## config.mk

```make
export PLATFORM = sky130hd
export DESIGN_NAME = code_nco_gen_flat
export DESIGN_NICKNAME = d
export VERILOG_FILES = /design/src/rtl/code_nco_gen_if.sv /design/src/rtl/code_nco_gen.sv /design/src/flat_wrapper.sv
export SDC_FILE = /design/constraint.sdc
export NUM_CORES = 1
export LEC_CHECK = 0
export CAP_MARGIN = 20
export CORE_MARGIN = 4
export CORE_UTILIZATION = 40
export DETAILED_ROUTE_END_ITERATION = 16
export SYNTH_ARGS = -nofsm -noshare
export SYNTH_HDL_FRONTEND = slang
export SYNTH_SLANG_ARGS = --single-unit
```

## constraint.sdc

```tcl
create_clock -name clk -period 4.2 [get_ports clk]
set_clock_uncertainty 0.2 [all_clocks]
set_input_delay 1.26 -clock clk [delete_from_list [all_inputs] [get_ports clk]]
set_output_delay 1.26 -clock clk [all_outputs]
set_load 0.005 [all_outputs]
```

## src/rtl/code_nco_gen_if.sv

```systemverilog
// Control and replica-output bundle between the DLL/correlator side and the
// code NCO replica generator.
interface code_nco_gen_if;
    logic               en;
    logic               restart;
    logic [4:0]         prn;
    logic signed [31:0] correction;
    logic               corr_valid;
    logic               early;
    logic               prompt;
    logic               late;
    logic [9:0]         chip_index;
    logic               epoch;

    modport master (
        output en, restart, prn, correction, corr_valid,
        input  early, prompt, late, chip_index, epoch
    );

    modport slave (
        input  en, restart, prn, correction, corr_valid,
        output early, prompt, late, chip_index, epoch
    );
endinterface

```

## src/rtl/code_nco_gen.sv

```systemverilog
// Code NCO and GPS C/A Gold-code replica generator: produces early/prompt/late
// chips at half-chip spacing, the chip index and a code-epoch strobe.
module code_nco_gen #(
    parameter int                 PHASE_W     = 32,
    parameter logic [PHASE_W-1:0] NOMINAL_FCW = 32'd536870912,
    parameter logic [PHASE_W-1:0] FCW_MAX     = 32'h8000_0000
) (
    input  logic           clk,
    input  logic           rst,
    code_nco_gen_if.slave  bus
);

    logic [PHASE_W-1:0]        acc;
    logic [PHASE_W-1:0]        fcw;
    logic                      half;
    logic [10:1]               g1;
    logic [10:1]               g2;
    logic [4:0]                prn_q;
    logic [9:0]                chip_index_p1;
    logic                      early_p1;
    logic                      prompt_p1;
    logic                      late_p1;
    logic                      epoch_p1;

    logic signed [PHASE_W+1:0] fcw_sum;
    logic [PHASE_W:0]          nco_sum;
    logic                      tick;
    logic [7:0]                taps;
    logic                      g1_fb;
    logic                      g2_fb;
    logic                      code_chip;

    // Clamp the corrected control word into [0, FCW_MAX].
    function automatic logic [PHASE_W-1:0] sat_fcw(input logic signed [PHASE_W+1:0] s);
        if (s < 0)
            return '0;
        else if (s > $signed({2'b00, FCW_MAX}))
            return FCW_MAX;
        else
            return s[PHASE_W-1:0];
    endfunction

    // G2 phase-selector pair {s1, s2} for PRN 1..32 (prn code 0..31).
    function automatic logic [7:0] g2_taps(input logic [4:0] p);
        logic [7:0] t;
        t = {4'd2, 4'd6};
        case (p)
            5'd0:  t = {4'd2, 4'd6};
            5'd1:  t = {4'd3, 4'd7};
            5'd2:  t = {4'd4, 4'd8};
            5'd3:  t = {4'd5, 4'd9};
            5'd4:  t = {4'd1, 4'd9};
            5'd5:  t = {4'd2, 4'd10};
            5'd6:  t = {4'd1, 4'd8};
            5'd7:  t = {4'd2, 4'd9};
            5'd8:  t = {4'd3, 4'd10};
            5'd9:  t = {4'd2, 4'd3};
            5'd10: t = {4'd3, 4'd4};
            5'd11: t = {4'd5, 4'd6};
            5'd12: t = {4'd6, 4'd7};
            5'd13: t = {4'd7, 4'd8};
            5'd14: t = {4'd8, 4'd9};
            5'd15: t = {4'd9, 4'd10};
            5'd16: t = {4'd1, 4'd4};
            5'd17: t = {4'd2, 4'd5};
            5'd18: t = {4'd3, 4'd6};
            5'd19: t = {4'd4, 4'd7};
            5'd20: t = {4'd5, 4'd8};
            5'd21: t = {4'd6, 4'd9};
            5'd22: t = {4'd1, 4'd3};
            5'd23: t = {4'd4, 4'd6};
            5'd24: t = {4'd5, 4'd7};
            5'd25: t = {4'd6, 4'd8};
            5'd26: t = {4'd7, 4'd9};
            5'd27: t = {4'd8, 4'd10};
            5'd28: t = {4'd1, 4'd6};
            5'd29: t = {4'd2, 4'd7};
            5'd30: t = {4'd3, 4'd8};
            5'd31: t = {4'd4, 4'd9};
            default: t = {4'd2, 4'd6};
        endcase
        return t;
    endfunction

    // NCO carry, LFSR feedback and current Gold-code chip.
    always_comb begin
        fcw_sum   = $signed({2'b00, NOMINAL_FCW})
                  + $signed({{(PHASE_W-30){bus.correction[31]}}, bus.correction});
        nco_sum   = {1'b0, acc} + {1'b0, fcw};
        tick      = bus.en & nco_sum[PHASE_W];
        taps      = g2_taps(prn_q);
        g1_fb     = g1[3] ^ g1[10];
        g2_fb     = g2[2] ^ g2[3] ^ g2[6] ^ g2[8] ^ g2[9] ^ g2[10];
        code_chip = g1[10] ^ g2[taps[7:4]] ^ g2[taps[3:0]];
    end

    // Frequency control word: nominal on reset, loop-corrected on corr_valid;
    // a restart deliberately leaves it untouched.
    always_ff @(posedge clk) begin
        if (!rst)
            fcw <= NOMINAL_FCW;
        else if (bus.corr_valid)
            fcw <= sat_fcw(fcw_sum);
    end

    // Phase accumulator, code generators and registered replica outputs.
    always_ff @(posedge clk) begin
        if (!rst || bus.restart) begin
            acc           <= '0;
            half          <= 1'b0;
            g1            <= '1;
            g2            <= '1;
            chip_index_p1 <= '0;
            early_p1      <= 1'b0;
            prompt_p1     <= 1'b0;
            late_p1       <= 1'b0;
            epoch_p1      <= 1'b0;
            prn_q         <= bus.prn;
        end else begin
            epoch_p1 <= 1'b0;
            if (bus.en) begin
                // Overflow wraps; residual phase is kept across the tick.
                acc <= nco_sum[PHASE_W-1:0];
            end
            if (tick) begin
                late_p1   <= prompt_p1;
                prompt_p1 <= early_p1;
                early_p1  <= code_chip;
                half      <= ~half;
                if (half) begin
                    if (chip_index_p1 == 10'd1022) begin
                        chip_index_p1 <= '0;
                        g1            <= '1;
                        g2            <= '1;
                        epoch_p1      <= 1'b1;
                    end else begin
                        chip_index_p1 <= chip_index_p1 + 10'd1;
                        g1            <= {g1[9:1], g1_fb};
                        g2            <= {g2[9:1], g2_fb};
                    end
                end
            end
        end
    end

    assign bus.early      = early_p1;
    assign bus.prompt     = prompt_p1;
    assign bus.late       = late_p1;
    assign bus.chip_index = chip_index_p1;
    assign bus.epoch      = epoch_p1;

endmodule

```

## src/flat_wrapper.sv

```systemverilog
// flat-port wrapper written by rule: the top's interface ports become plain ports
module code_nco_gen_flat 
#(
    parameter int                 PHASE_W     = 32,
    parameter logic [PHASE_W-1:0] NOMINAL_FCW = 32'd536870912,
    parameter logic [PHASE_W-1:0] FCW_MAX     = 32'h8000_0000
)
  (clk, rst, bus_en, bus_restart, bus_prn, bus_correction, bus_corr_valid, bus_early, bus_prompt, bus_late, bus_chip_index, bus_epoch);
  code_nco_gen_if bus_i ();
  input  logic clk;
  input  logic rst;
  input wire logic [$bits(bus_i.en)-1:0] bus_en;
  input wire logic [$bits(bus_i.restart)-1:0] bus_restart;
  input wire logic [$bits(bus_i.prn)-1:0] bus_prn;
  input wire logic [$bits(bus_i.correction)-1:0] bus_correction;
  input wire logic [$bits(bus_i.corr_valid)-1:0] bus_corr_valid;
  output wire logic [$bits(bus_i.early)-1:0] bus_early;
  output wire logic [$bits(bus_i.prompt)-1:0] bus_prompt;
  output wire logic [$bits(bus_i.late)-1:0] bus_late;
  output wire logic [$bits(bus_i.chip_index)-1:0] bus_chip_index;
  output wire logic [$bits(bus_i.epoch)-1:0] bus_epoch;
  assign bus_i.en = bus_en;
  assign bus_i.restart = bus_restart;
  assign bus_i.prn = bus_prn;
  assign bus_i.correction = bus_correction;
  assign bus_i.corr_valid = bus_corr_valid;
  assign bus_early = bus_i.early;
  assign bus_prompt = bus_i.prompt;
  assign bus_late = bus_i.late;
  assign bus_chip_index = bus_i.chip_index;
  assign bus_epoch = bus_i.epoch;
  code_nco_gen #(.PHASE_W(PHASE_W), .NOMINAL_FCW(NOMINAL_FCW), .FCW_MAX(FCW_MAX)) u_core (.clk(clk), .rst(rst), .bus(bus_i));
endmodule
```

# After elaboration in Yosys (flattened, before gate mapping)
# Memory sizes are Yosys's and may differ from the RTL's. A register that Yosys moved wholly into a read port is not among the register bits.
# Index checks and enable logic that the tools add are counted.
[totals] out_inout_bits=14 mem_count=1 romBits=256 elab_cells=46 regBits=104
[op_classes] n_mux=11 n_eq_ne=1 n_lt_le_gt_ge=4 reduce_logical=4 n_bitwise=11 add_sub_neg=3
[mem_list] name="(no name shown)" depth=32 width=8 read_ports=1 rd_clocked_by_memory_dff=1 wr=0 line_no="code_nco_gen.sv:47" rtl="case (p)"
[op_table] operator="two-way mux 32 bit" count=2
[op_table] operator="greater-than comparator 34 x 33 -> 1 bit (second input constant)" count=1
[op_table] operator="< comparator 34 x 1 -> 1 bit (second input constant)" count=1
[op_table] operator="adder 31 x 32 -> 33 bit (first input constant)" count=1
[op_table] operator="adder 32 x 32 -> 33 bit" count=1
[op_table] operator="two-way mux 10 bit" count=3
[op_table] operator="adder 10 x 1 -> 10 bit (second input constant)" count=1
[op_table] operator="equality test 10 bit (second input constant)" count=1
[op_table] operator="< comparator 4 x 5 -> 1 bit (second input constant)" count=2
[op_table] operator="binary-select mux 1 bit (select 4 bit)" count=2
[op_table] operator="XOR 1 bit" count=8
[op_table] operator="two-way mux 5 bit" count=1
[op_table] operator="two-way mux 1 bit" count=3
[op_table] operator="OR reduction 3 bit" count=1
[op_table] operator="NOT 1 bit" count=2
[op_table] operator="AND reduction 2 bit" count=1
[op_table] operator="bitwise AND 1 bit" count=1
[op_table] operator="logical NOT 1 bit" count=1
[op_table] operator="logical OR 1 bit" count=1

# Longest topological paths before layout
# Gate-level depths: netlist of run 1.
[logic_depth] depth_word=6 depth_mapped=13 ltp_nobuf=11

# Worst setup path before layout of run 1
# No wires, ideal clock.
[synth_path] path_kind="input-to-reg" startpoint="input port rst" endpoint="register, netlist name u_core.taps[6]" n_path_buf=0 setup_time_ps=74 required_time_ps=3926 arrival_ps=3103 path_slack_ps=822 path_stages=8 cell_sequence="nor2b_1 mux2i_1 inv_1 ha_1 nand2_1 a21oi_1 a2111o_1 o21ai_0"
[synth_between] elab_chain_cells=3
[synth_rtl] item="start, declared" line_no="flat_wrapper.sv:11" rtl="input logic rst;"
[synth_rtl] item="logical NOT 1 bit"
[synth_rtl] item="logical OR 1 bit" line_no="code_nco_gen.sv:108" rtl="if (!rst || bus.restart) begin"
[synth_rtl] item="two-way mux 5 bit (no line)"
# Every way passes these cells.
# A chain may end at the register's enable or synchronous reset.

# Final worst setup path of run 1
[layout_path] startpoint="input port rst" endpoint="register, netlist name u_core.taps[0]"
[layout_between] elab_chain_cells=3
[layout_rtl] item="logical NOT 1 bit"
[layout_rtl] item="logical OR 1 bit" line_no="code_nco_gen.sv:108"
[layout_rtl] item="two-way mux 5 bit (no line)"
# Every way passes these cells.

==> flow_metrics.tcl, run 1 <==
set metrics [dict create \
    multi_input_area_mm2 0.004292 \
    setup_slack_ns 0.6670 \
    rows 47 \
    status "completed" \
    power.switching_w 0.0006183 \
    grt_pass1_vias 5508 \
    cts_buffers 9 \
    cts_tree "built" \
    path_class "input pin to flip-flop" \
    slew_headroom_pct 41.51 \
    seq_area_frac_synth_pct 33.56 \
    pwr-share-seq_pct 48.5 \
    worst_pin_slew_ns 0.8774 \
    clock_latency_ns 0.36 \
    syn_nets 915 \
    nFillCells 1661 \
    post-cts-setup-buffers 0 \
    pre_cts_ws_ns 0.3130 \
    pwr-share-clk_pct 37.4 \
    ctsResizeCount 0 \
    powerDensity_mw_per_mm2 296.6 \
    grt_overflow_total 0 \
    ios 56 \
    coreArea_mm2 0.01664 \
    p_sw_share_pct 26.35 \
    p_leak_nw 3.114 \
    avgSynthCellArea_um2 8.229 \
    diodes 0 \
    via_per_inst 5.429 \
    grt_usage_pct 17.07 \
    grt_pass1_wl_um 27690 \
    post-place-cells 1075 \
    area_growth_pct 15.85 \
    reg2reg_slack_ns 0.78 \
    synthArstFlopShare_pct 0 \
    drc 0 \
    maxCapViolations 0 \
    num_vias 5923 \
    cts_sinks 112 \
    cts_root_buf "clkbuf_16" \
    hpwl_um 12030 \
    wl_per_cell_um 15.19 \
    grt_max_degree 60 \
    synth_cell_types 70 \
    reg2reg_depth 12 \
    cp.arrival_ns 3.58 \
    endpoint_kind "flip-flop" \
    antenna_found_initial 0 \
    r2r-start "u_core.fcw[0]$_SDFFE_PN0P_" \
    clkSlewWorstSetupHoldPaths_ns 0.06 \
    ir_worst_vdd_uv 199.8 \
    ys_ff_latch 112 \
    drt_iter0_drc 574 \
    syn_area_mm2 0.006830 \
    fmax_mhz 283.0 \
    cp_max_fo 11 \
    slew_violations 0 \
    cp_data_required_time_ns 4.24 \
    final_nets 951 \
    ys_warn_count 0 \
    drt.antenna.violating_nets 0 \
    holdCritStartpoint "u_core.bus.late$_SDFFE_PN0P_" \
    startpoint_type "input pin" \
    drive_gt1_share_pct 5.511 \
    layoutNonFillerInstCount 1091 \
    ctsHoldBuffers 0 \
    die_x_um 138.7 \
    wl_um 16570 \
    synthFlopType "dfxtp_1" \
    timing.setup.tns_ns 0 \
    rsz0062_at_grt "no" \
    firstDrtPassIters 4 \
    hold_ws_ns 0.2670 \
    fp.dieArea_mm2 0.01923 \
    fin_crit_ns 3.533 \
    finalPower_w 0.002347 \
    min_path_type "flip-flop to flip-flop" \
    portBuffers 55 \
    whs_path_depth 2 \
    dieHeight_um 138.7 \
    startpoint "rst" \
    final_hold_viol_count 0 \
    clk_path_buf_depth 2 \
    combPwrFrac_pct 14.1 \
    initial_core_util_pct 41.04 \
    fin_crit_sh_pct 84.12 \
    synthCells 830 \
    htreeDepth 3 \
    seqCellArea_mm2 0.002292 \
    setup_viol 0 \
    synth_edf_count 5 \
    gp_congestion 0.8223 \
    p_int_w 0.001729 \
]
[metrics by stage]
stage | utilization (%) | area, µm²
2_1_floorplan | - | 6830
4_1_cts | 47.55 | 7913
3_5_place_dp | 45.71 | 7607
3_3_place_gp | 45.71 | 7607
6_report | 47.55 | 7913
5_1_grt | 47.55 | 7913
[power by group through the flow]
stage          Combinational, W  Clock (W)  Sequential, W
3_3_place_gp           0.000328          0        0.00116
3_5_place_dp           0.000329          0        0.00116
6_report               0.000330   0.000878        0.00114
2_1_floorplan          0.000222          0        0.00115
5_1_grt                0.000368   0.000953        0.00114
4_1_cts                0.000331   0.000911        0.00114
[worst max-delay path: stages]
cell             delay, ns
clkdlybuf4s50_1       0.56
nor2b_4               0.32
inv_2                 0.14
nand2_1               0.09
nand2_1               0.23
ha_1                  0.32
or3_1                 0.37
o221ai_1              0.08
nand2_1               0.06
and3_1                0.13
[area by class of cell]
class                      count  share of cell area (%)
inverter                      16                  0.7590
multi-input combinational    657                   54.24
timing repair buffer          70                   8.697
sequential                   112                   28.97
clock inverter                 7                   1.012
tap                          220                   3.479
clock buffer                   9                   2.846
[state kept, by name (all words and copies together), names as in the netlist, 5 cells and up]
name	flops
u_core.g2	10
u_core.bus.chip_index	10
u_core.acc	32
u_core.g1	10
u_core.taps	8
u_core.fcw	32
u_core.prn_q	5
[path summary, 6_finish.rpt]
path                                                 to
setup / recovery                 u_core.taps[0]$_DFF_P_
hold / removal             u_core.bus.late$_SDFFE_PN0P_
setup reg to reg  u_core.bus.chip_index[5]$_SDFFE_PN0P_
hold reg to reg            u_core.bus.late$_SDFFE_PN0P_
[layout by cell type (no fill, tap or decap), types with 7 or more instances in the layout]
cell             synthesis  routed
dfxtp_1                107     107
a21oi_1                 80      79
nor2_1                  74      74
nand2_1                 67      67
nor2b_1                 65      64
clkdlybuf4s50_1          0      55
o21ai_0                 52      52
ha_1                    42      42
nand3_1                 28      28
mux2i_1                 28      28
xnor2_1                 22      22
nor3b_1                 20      20
inv_1                   16      15
nor3_1                  15      15
and3_1                  13      13
a21o_1                  13      13
buf_4                    2      13
nand4_1                  9       9
nor4_1                   9       9
o211ai_1                 9       9
clkbuf_16                0       9
o221ai_1                 7       7
a31oi_1                  7       7
or3_1                    7       7
nand2b_1                 7       7
[cells in the mapped netlist (15+ instances only)]
library cell | instances | share of area (%)
nor2b_1 | 65 | 6.0
a21oi_1 | 80 | 5.9
dfxtp_1 | 107 | 31
nor2_1 | 74 | 4.1
nor3_1 | 15 | 1.1
nand2_1 | 67 | 3.7
ha_1 | 42 | 7.7
o21ai_0 | 52 | 3.8
xnor2_1 | 22 | 2.8
inv_1 | 16 | 0.88
clkbuf_1 | 33 | 1.8
mux2i_1 | 28 | 4.1
nand3_1 | 28 | 2.1
nor3b_1 | 20 | 2.2
[kinds of logic (layout without fill, tap and decap cells)]
family / count (synthesis) / after routing / share of synthesized area (%)
AO/OA/AOI/OAI: 226 / 226 / 21.29
AND/OR/NAND/NOR: 331 / 331 / 25.10
XOR/XNOR: 25 / 25 / 3.206
buffers and inverters: 61 / 102 / 3.773
adder cells (fa/ha/maj): 43 / 43 / 7.987
flip-flops: 112 / 112 / 33.56
multiplexers: 32 / 32 / 5.092
[metal layers]
metal  track usage (%)  vias up  share of wire, %
met4             4.583        0               1.7
li1                  -     3078                 -
met2             27.34       88                45
met1             23.80     2742                50
met3             3.069       15               3.3
met5                 0        -                 0
Note: power is estimated with default switching activity, not from simulation.
==> inputs of run 2 (changes only) <==
==> constraint.sdc (replaced) <==
create_clock -name clk -period 3.2 [get_ports clk]
set_clock_uncertainty 0.2 [all_clocks]
set_input_delay 0.96 -clock clk [delete_from_list [all_inputs] [get_ports clk]]
set_output_delay 0.96 -clock clk [all_outputs]
set_load 0.005 [all_outputs]
==> run 2 against run 1 <==
Non-clock buffer count rose by 52. Largest cell class unchanged. Worst setup slack got worse by 0.46 ns. Total power rose by 35%. Critical path depth up 3. Cell count grew 4.8%. Global-route usage is 0.86 points higher. Via count grew 3.7%. Sequential power is 32% higher. Clock-buffer cell count is the same. Final area up 6.5%. Highest routed layer unchanged. Sequential cell count unchanged. Die area unchanged.
==> flow_metrics.tcl, run 2 (synthesized netlist as in run 1, its figures left out) <==
set metrics [dict create \
    holdCritStartpoint "u_core.bus.late$_SDFFE_PN0P_" \
    cp_data_required_time_ns 3.25 \
    grt_usage_pct 17.93 \
    cp_max_fo 7 \
    path_common_cell "o211ai_1" \
    cts_tree "built" \
    reg_top3 "u_core.acc x32, u_core.fcw x32" \
    cp.buffers_inverters 3 \
    die_x_um 138.7 \
    drt.antenna.violating_nets 0 \
    fp.dieArea_mm2 0.01923 \
    nFillCells 1631 \
    r2r-start "u_core.fcw[0]$_SDFFE_PN0P_" \
    final_nets 1003 \
    layout_common_cells "106 x dfxtp_1, 78 x a21oi_1, 74 x nor2_1" \
    endpoint_kind "flip-flop" \
    wl_per_cell_um 15.18 \
    cp.arrival_ns 3.04 \
    antenna_found_initial 0 \
    htreeDepth 3 \
    area_growth_pct 23.41 \
    cts_buffers 9 \
    firstDrtPassIters 4 \
    clock_latency_ns 0.35 \
    slowest_delay_ns 0.34 \
    clk_path_buf_depth 2 \
    rsz0062_at_grt "no" \
    min_path_type "flip-flop to flip-flop" \
    path_depth 13 \
    grt_overflow_total 0 \
    drive_gt1_share_pct 12.24 \
    worst_pin_slew_ns 0.6586 \
    setup_slack_ns 0.2105 \
    diodes 0 \
    grt_max_degree 43 \
    mostFrequentLayoutCell "dfxtp_1" \
    drt_iter0_drc 422 \
    slew_headroom_pct 55.79 \
    startpoint_type "flip-flop" \
    reg2reg_depth 13 \
    wl_um 17350 \
    gp_congestion 0.9191 \
    fmax_mhz 334.5 \
    grt_pass1_vias 5796 \
    ios 56 \
    cts_sinks 112 \
    num_vias 6140 \
    pre_cts_ws_ns -0.08103 \
    crit_family "compound AO/OA/AOI/OAI gates" \
    coreArea_mm2 0.01664 \
    fin_crit_ns 2.990 \
    fin_crit_sh_pct 93.42 \
    dieHeight_um 138.7 \
    path_cells "ha_1 -> inv_1 -> fa_2 -> nand2b_4 -> a21oi_4 -> o211ai_1 -> a211oi_2 -> o21ai_2 -> a211oi_4 -> buf_6 -> clkbuf_16 -> o211ai_1 -> a32o_1" \
    portBuffers 55 \
    via_per_inst 5.372 \
    finalPower_w 0.003158 \
    r2r_end "u_core.bus.chip_index[9]$_SDFFE_PN0P_" \
    maxCapViolations 0 \
    powerDensity_mw_per_mm2 374.7 \
    crit_slowest_cell "dfxtp_2" \
    path_class "flip-flop to flip-flop" \
    post-place-cells 1123 \
    whs_path_depth 2 \
    p_leak_nw 3.404 \
    slew_violations 0 \
    initial_core_util_pct 41.04 \
    grt_pass1_wl_um 29180 \
    layoutNonFillerInstCount 1143 \
    cts_root_buf "clkbuf_16" \
    rows 47 \
    hpwl_um 12860 \
    ir_worst_vdd_uv 231.9 \
    ctsHoldBuffers 0 \
    setup_viol 0 \
    final_hold_viol_count 0 \
    min_to "u_core.bus.late$_SDFFE_PN0P_" \
    reg2reg_slack_ns 0.21 \
    status "completed" \
    clkSlewWorstSetupHoldPaths_ns 0.08 \
    drc 0 \
]
## run 2: cell types whose count changed in the layout (fill, tap and decap cells not counted), sizes merged
cell	change
buf	+51
clkinv	-1
clkbuf	+1
inv	+1
## run 2: final cells by class
cell class	count	area [µm²]	share of cell area, %
tap	220	275.3	3.266
timing repair buffer	122	1137	13.49
clock inverter	7	78.83	0.9351
inverter	16	60.06	0.7125
clock buffer	9	225.2	2.672
multi-input combinational	657	4359	51.71
sequential	112	2293	27.21
## run 2: per-stage QoR
| step | hold WS (ns) | utilization (%) | area [µm²] | setup TNS (ns) |
|---|---|---|---|---|
| 2_1_floorplan | 0.2525 | - | 6830 | 0 |
| 3_3_place_gp | 0.2571 | 48.10 | 8005 | -1.744 |
| 3_5_place_dp | 0.2656 | 48.10 | 8005 | -1.969 |
| 4_1_cts | 0.2779 | 49.95 | 8313 | 0 |
| 5_1_grt | 0.3094 | 50.65 | 8429 | 0 |
| 6_report | 0.2669 | 50.65 | 8429 | 0 |
## run 2: what timing repair did
| action | 4_1_cts | 5_1_grt |
|---|---|---|
| gates cloned | 0 | 1 |
| setup endpoints to repair | 3 | 33 |
| resized for setup | 1 | 16 |
| pin swaps | 1 | 6 |
| buffers inserted | 0 | 3 |
## run 2: how the worst max path moves through the flow
stage	from	endpoint	slack, ns
2_1_floorplan	rst	u_core.taps[6]$_DFF_P_	0.12
3_3_place_gp	bus_correction[29]	u_core.fcw[18]$_SDFFE_PN0P_	-0.07
3_5_place_dp	bus_correction[29]	u_core.fcw[10]$_SDFFE_PN0P_	-0.08
4_1_cts	u_core.fcw[0]$_SDFFE_PN0P_	u_core.g1[5]$_SDFFE_PN1P_	0.007
5_1_grt	u_core.acc[0]$_SDFFE_PN0P_	u_core.bus.chip_index[9]$_SDFFE_PN0P_	0.008
6_report	u_core.fcw[0]$_SDFFE_PN0P_	u_core.bus.chip_index[9]$_SDFFE_PN0P_	0.21
## run 2: where the power goes
part / switching, W / total [W] / internal [W] / leakage (nW)
Sequential: 0.0000427 / 0.00150 / 0.00145 / 0.921
Clock: 0.000560 / 0.00118 / 0.000620 / 0.150
Combinational: 0.000249 / 0.000482 / 0.000234 / 2.33
Total: 0.000851 / 0.00316 / 0.00231 / 3.40
## run 2: worst reg2reg max path: cells and delay by family (launching register included)
| kind | cells | cell delay, ns |
|---|---|---|
| AO/OA/AOI/OAI | 7 | 1.37 |
| adder cells (fa/ha/maj) | 2 | 0.49 |
| flip-flops | 1 | 0.34 |
| buffers and inverters | 3 | 0.33 |
| AND/OR/NAND/NOR | 1 | 0.16 |
## run 2: layer usage
layer	vias to the layer above	wire length, µm	track usage (%)	share of wire [%]
li1	3192	-	-	-
met3	10	642	2.759	3.7
met2	92	8087	28.88	47
met5	-	0	0	0
met1	2846	8456	25.69	49
met4	0	160	3.553	0.92
